### src/rtl/pipe_div_pkg.sv
// Shared widths and per-stage bundle for the pipelined restoring divider.
// The bundle here is sized for the default build; other widths pass their own type.
package pipe_div_pkg;

  localparam int DEF_Z_W   = 28;
  localparam int DEF_D_W   = 20;
  localparam int DEF_Q_W   = 8;
  localparam int DEF_TAG_W = 4;

  // Width needed to compare the dividend against a divisor shifted by up to q_w bits.
  function automatic int cmp_width(input int z_w, input int d_w, input int q_w);
    return ((z_w > d_w) ? z_w : d_w) + q_w;
  endfunction

  typedef struct packed {
    logic                 valid;
    logic                 dbz;
    logic                 ovf;
    logic [DEF_TAG_W-1:0] tag;
    logic [DEF_Q_W-1:0]   q;
    logic [DEF_D_W-1:0]   d;
    logic [DEF_Z_W-1:0]   p;
  } stage_t;

endpackage

### src/rtl/pipe_divider_p_if.sv
// Request/result bundle between the accumulator datapath and the divider.
interface pipe_divider_p_if
  import pipe_div_pkg::*;
#(
  parameter int Z_W   = DEF_Z_W,
  parameter int D_W   = DEF_D_W,
  parameter int Q_W   = DEF_Q_W,
  parameter int TAG_W = DEF_TAG_W
);
  // start is a one-cycle valid with no ready: an op is taken on every edge with
  // start=1 and stall=0. stall freezes the whole pipeline, outputs included, and
  // StartOut marks a result that is consumed on the next unstalled edge.
  logic             stall;
  logic             start;
  logic [Z_W-1:0]   divided;
  logic [D_W-1:0]   divisor;
  logic [TAG_W-1:0] tag_in;
  logic [Q_W-1:0]   q;
  logic [D_W-1:0]   r;
  logic [TAG_W-1:0] tag_out;
  logic             StartOut;
  logic             div_by_0;
  logic             overflow;

  modport master (
    output stall, start, divided, divisor, tag_in,
    input  q, r, tag_out, StartOut, div_by_0, overflow
  );

  modport slave (
    input  stall, start, divided, divisor, tag_in,
    output q, r, tag_out, StartOut, div_by_0, overflow
  );
endinterface

### src/rtl/pipe_div_stage.sv
// One restoring-division step for quotient bit BIT, registered with hold on stall.
module pipe_div_stage
  import pipe_div_pkg::*;
#(
  parameter int  Z_W = DEF_Z_W,
  parameter int  D_W = DEF_D_W,
  parameter int  Q_W = DEF_Q_W,
  parameter int  BIT = 0,
  parameter type bundle_t = stage_t
) (
  input  logic    clock,
  input  logic    reset,
  input  logic    stall,
  input  bundle_t stage_i,
  output bundle_t stage_o
);

  localparam int CW = cmp_width(Z_W, D_W, Q_W);

  bundle_t       stage_d;
  bundle_t       stage_q;
  logic [CW-1:0] p_ext;
  logic [CW-1:0] d_shift;

  always_comb begin
    p_ext   = CW'(stage_i.p);
    d_shift = CW'(stage_i.d) << BIT;
    stage_d = stage_i;
    if (p_ext >= d_shift) begin
      stage_d.p      = Z_W'(p_ext - d_shift);
      stage_d.q[BIT] = 1'b1;
    end else begin
      stage_d.q[BIT] = 1'b0;
    end
  end

  always_ff @(posedge clock or posedge reset) begin
    if (reset) begin
      stage_q <= '0;
    end else if (!stall) begin
      stage_q <= stage_d;
    end
  end

  assign stage_o = stage_q;

endmodule

### src/rtl/pipe_divider_p.sv
// Pipelined unsigned restoring divider: one op per unstalled cycle, result
// Q_W cycles later with tag, divide-by-zero and overflow flags.
module pipe_divider_p
  import pipe_div_pkg::*;
#(
  parameter int Z_W   = DEF_Z_W,
  parameter int D_W   = DEF_D_W,
  parameter int Q_W   = DEF_Q_W,
  parameter int TAG_W = DEF_TAG_W
) (
  input logic             clock,
  input logic             reset,
  pipe_divider_p_if.slave bus
);

  localparam int CW = cmp_width(Z_W, D_W, Q_W);

  typedef struct packed {
    logic             valid;
    logic             dbz;
    logic             ovf;
    logic [TAG_W-1:0] tag;
    logic [Q_W-1:0]   q;
    logic [D_W-1:0]   d;
    logic [Z_W-1:0]   p;
  } bundle_t;

  // chain[Q_W] is the unregistered entry bundle; chain[i] leaves the stage for bit i.
  bundle_t       chain [0:Q_W];
  bundle_t       head;
  logic [CW-1:0] z_ext;
  logic [CW-1:0] d_top;

  // Flags are decided on entry so they travel with the op instead of being recomputed.
  always_comb begin
    z_ext      = CW'(bus.divided);
    d_top      = CW'(bus.divisor) << Q_W;
    head       = '0;
    head.valid = bus.start;
    head.dbz   = (bus.divisor == '0);
    head.ovf   = (bus.divisor != '0) && (z_ext >= d_top);
    head.tag   = bus.tag_in;
    head.d     = bus.divisor;
    head.p     = bus.divided;
  end

  assign chain[Q_W] = head;

  for (genvar i = Q_W - 1; i >= 0; i--) begin : g_stage
    pipe_div_stage #(
      .Z_W      (Z_W),
      .D_W      (D_W),
      .Q_W      (Q_W),
      .BIT      (i),
      .bundle_t (bundle_t)
    ) u_stage (
      .clock   (clock),
      .reset   (reset),
      .stall   (bus.stall),
      .stage_i (chain[i+1]),
      .stage_o (chain[i])
    );
  end

  bundle_t          last;
  logic [CW-1:0]    p_last;
  logic [Q_W-1:0]   q_d,   q_q;
  logic [D_W-1:0]   r_d,   r_q;
  logic [TAG_W-1:0] tag_d, tag_q;
  logic             valid_d, valid_q;
  logic             dbz_d, dbz_q;
  logic             ovf_d, ovf_q;

  assign last   = chain[0];
  assign p_last = CW'(last.p);

  // With d=0 every trial subtracts nothing, so p still holds the dividend here.
  always_comb begin
    q_d     = '0;
    r_d     = '0;
    tag_d   = '0;
    valid_d = 1'b0;
    dbz_d   = 1'b0;
    ovf_d   = 1'b0;
    if (last.valid) begin
      valid_d = 1'b1;
      tag_d   = last.tag;
      if (last.dbz) begin
        dbz_d = 1'b1;
        q_d   = '1;
        r_d   = p_last[D_W-1:0];
      end else if (last.ovf) begin
        ovf_d = 1'b1;
        q_d   = '1;
      end else begin
        q_d = last.q;
        r_d = p_last[D_W-1:0];
      end
    end
  end

  always_ff @(posedge clock or posedge reset) begin
    if (reset) begin
      q_q     <= '0;
      r_q     <= '0;
      tag_q   <= '0;
      valid_q <= 1'b0;
      dbz_q   <= 1'b0;
      ovf_q   <= 1'b0;
    end else if (!bus.stall) begin
      q_q     <= q_d;
      r_q     <= r_d;
      tag_q   <= tag_d;
      valid_q <= valid_d;
      dbz_q   <= dbz_d;
      ovf_q   <= ovf_d;
    end
  end

  assign bus.q        = q_q;
  assign bus.r        = r_q;
  assign bus.tag_out  = tag_q;
  assign bus.StartOut = valid_q;
  assign bus.div_by_0 = dbz_q;
  assign bus.overflow = ovf_q;

  logic unused_last_bits;
  assign unused_last_bits = ^{last.d, p_last[CW-1:D_W]};

endmodule

### src/flat_wrapper.sv
// flat-port wrapper written by rule: the top's interface ports become plain ports
module pipe_divider_p_flat import pipe_div_pkg::*;
#(
  parameter int Z_W   = DEF_Z_W,
  parameter int D_W   = DEF_D_W,
  parameter int Q_W   = DEF_Q_W,
  parameter int TAG_W = DEF_TAG_W
)
  (clock, reset, bus_stall, bus_start, bus_divided, bus_divisor, bus_tag_in, bus_q, bus_r, bus_tag_out, bus_StartOut, bus_div_by_0, bus_overflow);
  pipe_divider_p_if #(.Z_W(Z_W), .D_W(D_W), .Q_W(Q_W), .TAG_W(TAG_W)) bus_i ();
  input logic clock;
  input logic reset;
  input wire logic [$bits(bus_i.stall)-1:0] bus_stall;
  input wire logic [$bits(bus_i.start)-1:0] bus_start;
  input wire logic [$bits(bus_i.divided)-1:0] bus_divided;
  input wire logic [$bits(bus_i.divisor)-1:0] bus_divisor;
  input wire logic [$bits(bus_i.tag_in)-1:0] bus_tag_in;
  output wire logic [$bits(bus_i.q)-1:0] bus_q;
  output wire logic [$bits(bus_i.r)-1:0] bus_r;
  output wire logic [$bits(bus_i.tag_out)-1:0] bus_tag_out;
  output wire logic [$bits(bus_i.StartOut)-1:0] bus_StartOut;
  output wire logic [$bits(bus_i.div_by_0)-1:0] bus_div_by_0;
  output wire logic [$bits(bus_i.overflow)-1:0] bus_overflow;
  assign bus_i.stall = bus_stall;
  assign bus_i.start = bus_start;
  assign bus_i.divided = bus_divided;
  assign bus_i.divisor = bus_divisor;
  assign bus_i.tag_in = bus_tag_in;
  assign bus_q = bus_i.q;
  assign bus_r = bus_i.r;
  assign bus_tag_out = bus_i.tag_out;
  assign bus_StartOut = bus_i.StartOut;
  assign bus_div_by_0 = bus_i.div_by_0;
  assign bus_overflow = bus_i.overflow;
  pipe_divider_p #(.Z_W(Z_W), .D_W(D_W), .Q_W(Q_W), .TAG_W(TAG_W)) u_core (.clock(clock), .reset(reset), .bus(bus_i));
endmodule
### config.mk
export PLATFORM = sky130hd
export DESIGN_NAME = pipe_divider_p_flat
export DESIGN_NICKNAME = d
export VERILOG_FILES = /design/src/rtl/pipe_div_pkg.sv /design/src/rtl/pipe_divider_p_if.sv /design/src/rtl/pipe_div_stage.sv /design/src/rtl/pipe_divider_p.sv /design/src/flat_wrapper.sv
export SDC_FILE = /design/constraint.sdc
export NUM_CORES = 1
export LEC_CHECK = 0
export CORE_UTILIZATION = 35
export CTS_CLUSTER_SIZE = 25
export DETAILED_ROUTE_END_ITERATION = 6
export PLACE_DENSITY = 0.54
export SLEW_MARGIN = 10
export SYNTH_ARGS = -nofsm -noshare
export SYNTH_HDL_FRONTEND = slang
export SYNTH_SLANG_ARGS = --single-unit
### constraint.sdc
create_clock -name clock -period 17.9 [get_ports clock]
set_input_delay 2.685 -clock clock [delete_from_list [all_inputs] [get_ports clock]]
set_output_delay 2.685 -clock clock [all_outputs]
set_load 0.05 [all_outputs]
After elaboration in Yosys (flattened, before gate mapping)

Cells that the tools add are included.

Order comparisons: 9
Mux-type cells: 29
Add/subtract/negate cells: 8
Reduce and logical (&&, ||, !) cells: 3

Operators with widths:

| cell                                                           | count |
|---|---|
| 28-bit 2-to-1 mux                                              | 7 |
| 20-bit 2-to-1 mux                                              | 4 |
| 28-bit by 20-bit greater-or-equal comparator with 1-bit output | 1 |
| 28-bit by 21-bit greater-or-equal comparator with 1-bit output | 1 |
| 28-bit by 22-bit greater-or-equal comparator with 1-bit output | 1 |
| 28-bit by 23-bit greater-or-equal comparator with 1-bit output | 1 |
| 28-bit by 24-bit greater-or-equal comparator with 1-bit output | 1 |
| 28-bit by 25-bit greater-or-equal comparator with 1-bit output | 1 |
| 28-bit by 26-bit greater-or-equal comparator with 1-bit output | 1 |
| 28-bit by 27-bit greater-or-equal comparator with 1-bit output | 1 |
| 28-bit greater-or-equal comparator                             | 1 |
| 28-bit by 21-bit subtractor with 28-bit output                 | 1 |
| 28-bit by 22-bit subtractor with 28-bit output                 | 1 |
| 28-bit by 23-bit subtractor with 28-bit output                 | 1 |
| 28-bit by 24-bit subtractor with 28-bit output                 | 1 |
| 28-bit by 25-bit subtractor with 28-bit output                 | 1 |
| 28-bit by 26-bit subtractor with 28-bit output                 | 1 |
| 28-bit by 27-bit subtractor with 28-bit output                 | 1 |
| 8-bit 2-to-1 mux                                               | 3 |
| 20-bit logical NOT                                             | 1 |
| 20-bit nonzero test                                            | 1 |
| 20-bit subtractor                                              | 1 |
| 1-bit 2-to-1 mux                                               | 14 |
| 4-bit 2-to-1 mux                                               | 1 |
| 1-bit logical AND                                              | 1 |

Register bits after elaboration: 483
Output and inout port bits: 35

Logic depth before layout (Yosys ltp)

Depth after elaboration: 3
Depth in mapped cells: 14
Depth with buffers taken out: 12

Modules after synthesis

Synthesis repeated with hierarchy kept, for this count alone.

Cell total of the unflattened synthesis: 3,420
Area total of the unflattened synthesis: 32,418.6 um^2

Modules (own cells, without submodules):

| module                                     | area an instance (um^2) | cells each | instances |
|---|---|---|---|
| pipe_div_stage (u_core.g_stage[0].u_stage) | 3,955.0                 | 430        | 1 |
| pipe_div_stage (u_core.g_stage[1].u_stage) | 3,832.4                 | 412        | 1 |
| pipe_div_stage (u_core.g_stage[5].u_stage) | 3,829.9                 | 384        | 1 |
| pipe_div_stage (u_core.g_stage[4].u_stage) | 3,818.7                 | 408        | 1 |
| pipe_div_stage (u_core.g_stage[6].u_stage) | 3,812.4                 | 406        | 1 |
| pipe_div_stage (u_core.g_stage[2].u_stage) | 3,809.9                 | 409        | 1 |
| pipe_div_stage (u_core.g_stage[3].u_stage) | 3,793.6                 | 397        | 1 |
| pipe_div_stage (u_core.g_stage[7].u_stage) | 3,678.5                 | 393        | 1 |
| pipe_divider_p                             | 1,888.1                 | 181        | 1 |

Least setup slack after synthesis

Ideal clock, no wire load.

Path kind: input to register
Start: input bus_divisor[6]
End: register u_core.g_stage[7].u_stage.stage_q, in the netlist u_core.g_stage[7].u_stage.stage_o[24]
Library setup time: 126 ps
Data required time: 17,774 ps
Path slack: 12,914 ps
Arrival time: 4,860 ps
Stages: 11
Path through: inv_1 ha_1 a21oi_1 o21ai_0 or3_1 o21ai_0 o211ai_1 nand2_1 buf_2 nor2_1 a221o_1

Cells in the longest elaborated chain, start to end: 2
Elaborated cells between the ends (all ways): 3
Those cells by class: add/sub: 1; order compare: 1; mux: 1

Ends and longest elaborated chain:

| item                                                                                                                             | RTL line                                   | source |
|---|---|---|
| from (decl)                                                                                                                      | flat_wrapper.sv:16                         | `input wire logic [$bits(bus_i.divisor)-1:0] bus_divisor;` |
| 28-bit by 27-bit subtractor with 28-bit output or 28-bit by 27-bit greater-or-equal comparator with 1-bit output (tied branches) | pipe_div_stage.sv:30, pipe_div_stage.sv:29 |  |
| 28-bit 2-to-1 mux (*)                                                                                                            | pipe_div_stage.sv:29                       | `if (p_ext >= d_shift) begin` |
| to (signal assigned)                                                                                                             | pipe_div_stage.sv:41                       | `stage_q <= stage_d;` |
| to (decl)                                                                                                                        | pipe_div_stage.sv:21                       | `bundle_t stage_q;` |

Every way passes the cells marked *; elsewhere a longest branch is shown, timed or not.
A chain may end at the register's enable or synchronous reset.

Worst setup path after layout

Start: input bus_divided[3]
End: register u_core.g_stage[7].u_stage.stage_q, in the netlist u_core.g_stage[7].u_stage.stage_o[8]

Cells in the longest elaborated chain, start to end: 2
Elaborated cells between the ends (all ways): 3
Those cells by class: add/sub: 1; order compare: 1; mux: 1

Ends and longest elaborated chain:

| item                                                                                                                             | RTL line                                   | source |
|---|---|---|
| from (decl)                                                                                                                      | flat_wrapper.sv:15                         | `input wire logic [$bits(bus_i.divided)-1:0] bus_divided;` |
| 28-bit by 27-bit subtractor with 28-bit output or 28-bit by 27-bit greater-or-equal comparator with 1-bit output (tied branches) | pipe_div_stage.sv:30, pipe_div_stage.sv:29 |  |
| 28-bit 2-to-1 mux (*)                                                                                                            | pipe_div_stage.sv:29                       |  |

Marked as above.

==> out/metrics.cfg <==
[setup_path]
cp_slowest_cell = nor4_2
cp.arrival_ps = 6110
worst_setup_path_end_kind = flop
timing.rr.start = u_core.g_stage[7].u_stage.stage_o[6]
cp-startpoint = bus_divided[3]
critical_path_class = in2reg
startpoint_type = input pin
cp.depth = 10
cp.required_ps = 18430
crit_top_cell = nand2_1
r2r_cells = 12
critical-path-top-delay-family = simple AND/OR/NAND/NOR gates
slowest_delay_ps = 700
crit_path_cell_trace = clkdlybuf4s50_1 -> or4_1 -> nor4_2 -> nand2_1 -> o211a_1 -> o211ai_1 -> nand2_1 -> buf_4 -> mux2i_1 -> mux2_2
cp_max_fo = 13
path_buf_inv = 2

[sta]
fmax_mhz = 179
relSlewSlack = 0.236
finalCriticalPeriod_ps = 5580
tns_ps = 0
slew_violations = 0
finalSetupViolations = 0
hold_viol_final = 0
post-route-period-util = 0.312
rsz0062_at_grt = false
skew_ps = 24.1
worstMarginPinSlew_ps = 1140

[routing]
vias_per_cell = 5.16
drt-total-wl_um = 69000
via_count = 21700
drc = 5
ant_nets = 0
firstDrtPassIters = 7
first_iter_violations = 1190
avgRoutedWirePerCell_um = 16.4

[logic_synthesis]
yosys_warnings = 0
synth.top_cell.area_share = 0.423
syn_area_per_cell_um2 = 9.35
synth_ff_type = dfrtp_1
ys_async_sr_fraction = 1.00
synth_area_leaders = dfrtp_1 42%, ha_1 7.9%, mux2_2 5.2%, o21ai_0 4.9%, nand2_1 4.1%
yosysSeqAreaShare = 0.423
syn_inst = 3055
synth-edff-count = 0
synth.distinct_cells = 89
synth_nets = 3299
ys_ff_latch = 483
yosysTopAreaCell = dfrtp_1
syn_area_um2 = 28600

[placed_design]
dp_cells = 4087
io_buffers = 90
routabilityCongestion = 0.901
placed_cell_area_um2 = 30500
place_hpwl_um = 49200

[clock_network]
cts_tree = done
cts.clk_slew.worst_paths_ps = 60
clock_path_buffers = 3
cts_made_buffers = 59
htree_num_levels = 2
post_cts_buffers = 0
cts_resized = 0
ctsHoldBuffers = 0
clkSinkCount = 483
clock_latency_ps = 640
cts-root-buf = clkbuf_16

[final_layout]
fin_cells = 4196
register_area_um2 = 12100
drive_gt1_frac = 0.0938
utilization = 0.403
num_antenna_cells = 0
final_cell_mix = 483 x dfrtp_1, 313 x nand2_1, 279 x o21ai_0
final_area_um2 = 32500
multi_input_area_um2 = 15100
fill_cells = 8063
layout_commonest_cell = dfrtp_1
fin_nets = 3332
areaGrowthSynthToFinish_pct = 13.9

[hold_path]
holdPathStages = 2
hp-class = reg2reg
min_from = u_core.g_stage[3].u_stage.stage_o[34]

[pwr]
irDropWorstVdd_mv = 0.0823
p_per_area_nw_per_um2 = 168
p_leak_nw = 14.1

[global_routing]
grt_usage = 0.168
grt_pass1_vias = 21300
grt-ovfl-total = 0
grt_pass1_wl_um = 114000
grt_max_degree = 192
antenna_found_initial = 0

[floorplan]
dieArea_um2 = 82800
fp.coreArea_um2 = 80700
io_pins = 91
floorplan.die.height_um = 288
fp.dieW_um = 288
row_count = 104
initial_core_util = 0.354

[flow_run]
maxCapViolCount = 0

[run_status]
status = finished with violations
violations = design-rule violations

final cells by class:
type | instances | share of cell area
multi-input combinational | 2218 | 0.465
timing repair buffer | 110 | 0.0336
clock buffer | 87 | 0.0539
inverter | 216 | 0.0253
tap | 1060 | 0.0408
sequential | 483 | 0.371
clock inverter | 22 | 0.00977
layer usage:
| metal | global-route usage | up-vias | share of wire |
|---|---|---|---|
| li1 | - | 11000 | - |
| met1 | 0.227 | 10200 | 0.48 |
| met3 | 0.0189 | 124 | 0.026 |
| met4 | 0.0693 | 0 | 0.039 |
| met2 | 0.273 | 345 | 0.46 |
| met5 | 0 | - | 0 |
path summary, 6_finish.rpt:
check	end	slack [ps]
worst max-delay path	u_core.g_stage[7].u_stage.stage_o[8]	12320
worst min-delay path	u_core.g_stage[3].u_stage.stage_o[34]	480
worst max register to register	u_core.g_stage[6].u_stage.stage_o[24]	13820
worst min register to register	u_core.g_stage[3].u_stage.stage_o[34]	480
max in group asynchronous	u_core.g_stage[1].u_stage.stage_o[21]	12980
min in group asynchronous	u_core.g_stage[7].u_stage.stage_o[4]	2600
synth_stat cells (26+ instances only):
cell type and number:
dfrtp_1 483, nand2_1 313, o21ai_0 279, inv_1 215, a21oi_1 207, nor2_1 203, ha_1 180, mux2_2 133
clkbuf_1 105, a21o_1 84, mux2i_1 80, xnor2_1 63, xor2_1 51, a31oi_1 46, nor3_1 46, nand3_1 44
nand4_1 34, a211oi_1 26, and3_1 26
where the power goes:
group          internal [mW]  total [mW]  switching (mW)  leakage, nW
sequential              1.43        1.71           0.278         5.81
combinational           1.10        2.51            1.40         7.24
clock                  0.778        1.26           0.485         1.02
worst reg2reg max path: cells and delay by family, from the launching register on:
kind                       cells  cell delay [ps]
AOI/OAI and AO/OA              6             2180
adders and majority gates      2              580
buffers and inverters          3              550
DFF                            1              420
and+or+nand+nor                1              240
cells by family after synthesis:
logic type | Yosys count | share of synthesized area
fa+ha+maj | 188 | 0.0844
buf+inv | 354 | 0.0483
mux | 213 | 0.0804
simple gates | 836 | 0.139
xor+xnor | 114 | 0.0349
flops | 483 | 0.423
compound gates | 867 | 0.190
state kept, by name, indices dropped and copies added, names as in the netlist:
register	cells
u_core.bus.StartOut	1
u_core.bus.div_by_0	1
u_core.bus.overflow	1
u_core.bus.q	8
u_core.bus.r	20
u_core.bus.tag_out	4
u_core.g_stage.u_stage.stage_o	448
metrics by stage:
step / total power [mW] / hold WS [ps] / setup slack (ps)
after global placement: 4.21 / 462 / 11610
after CTS: 5.53 / 488 / 12300
final: 5.48 / 479 / 12320
after global routing: 5.93 / 497 / 12120
after detailed placement: 4.23 / 473 / 11610
after floorplan: 3.63 / 450 / 1740
(Power assumes the default switching activity.)
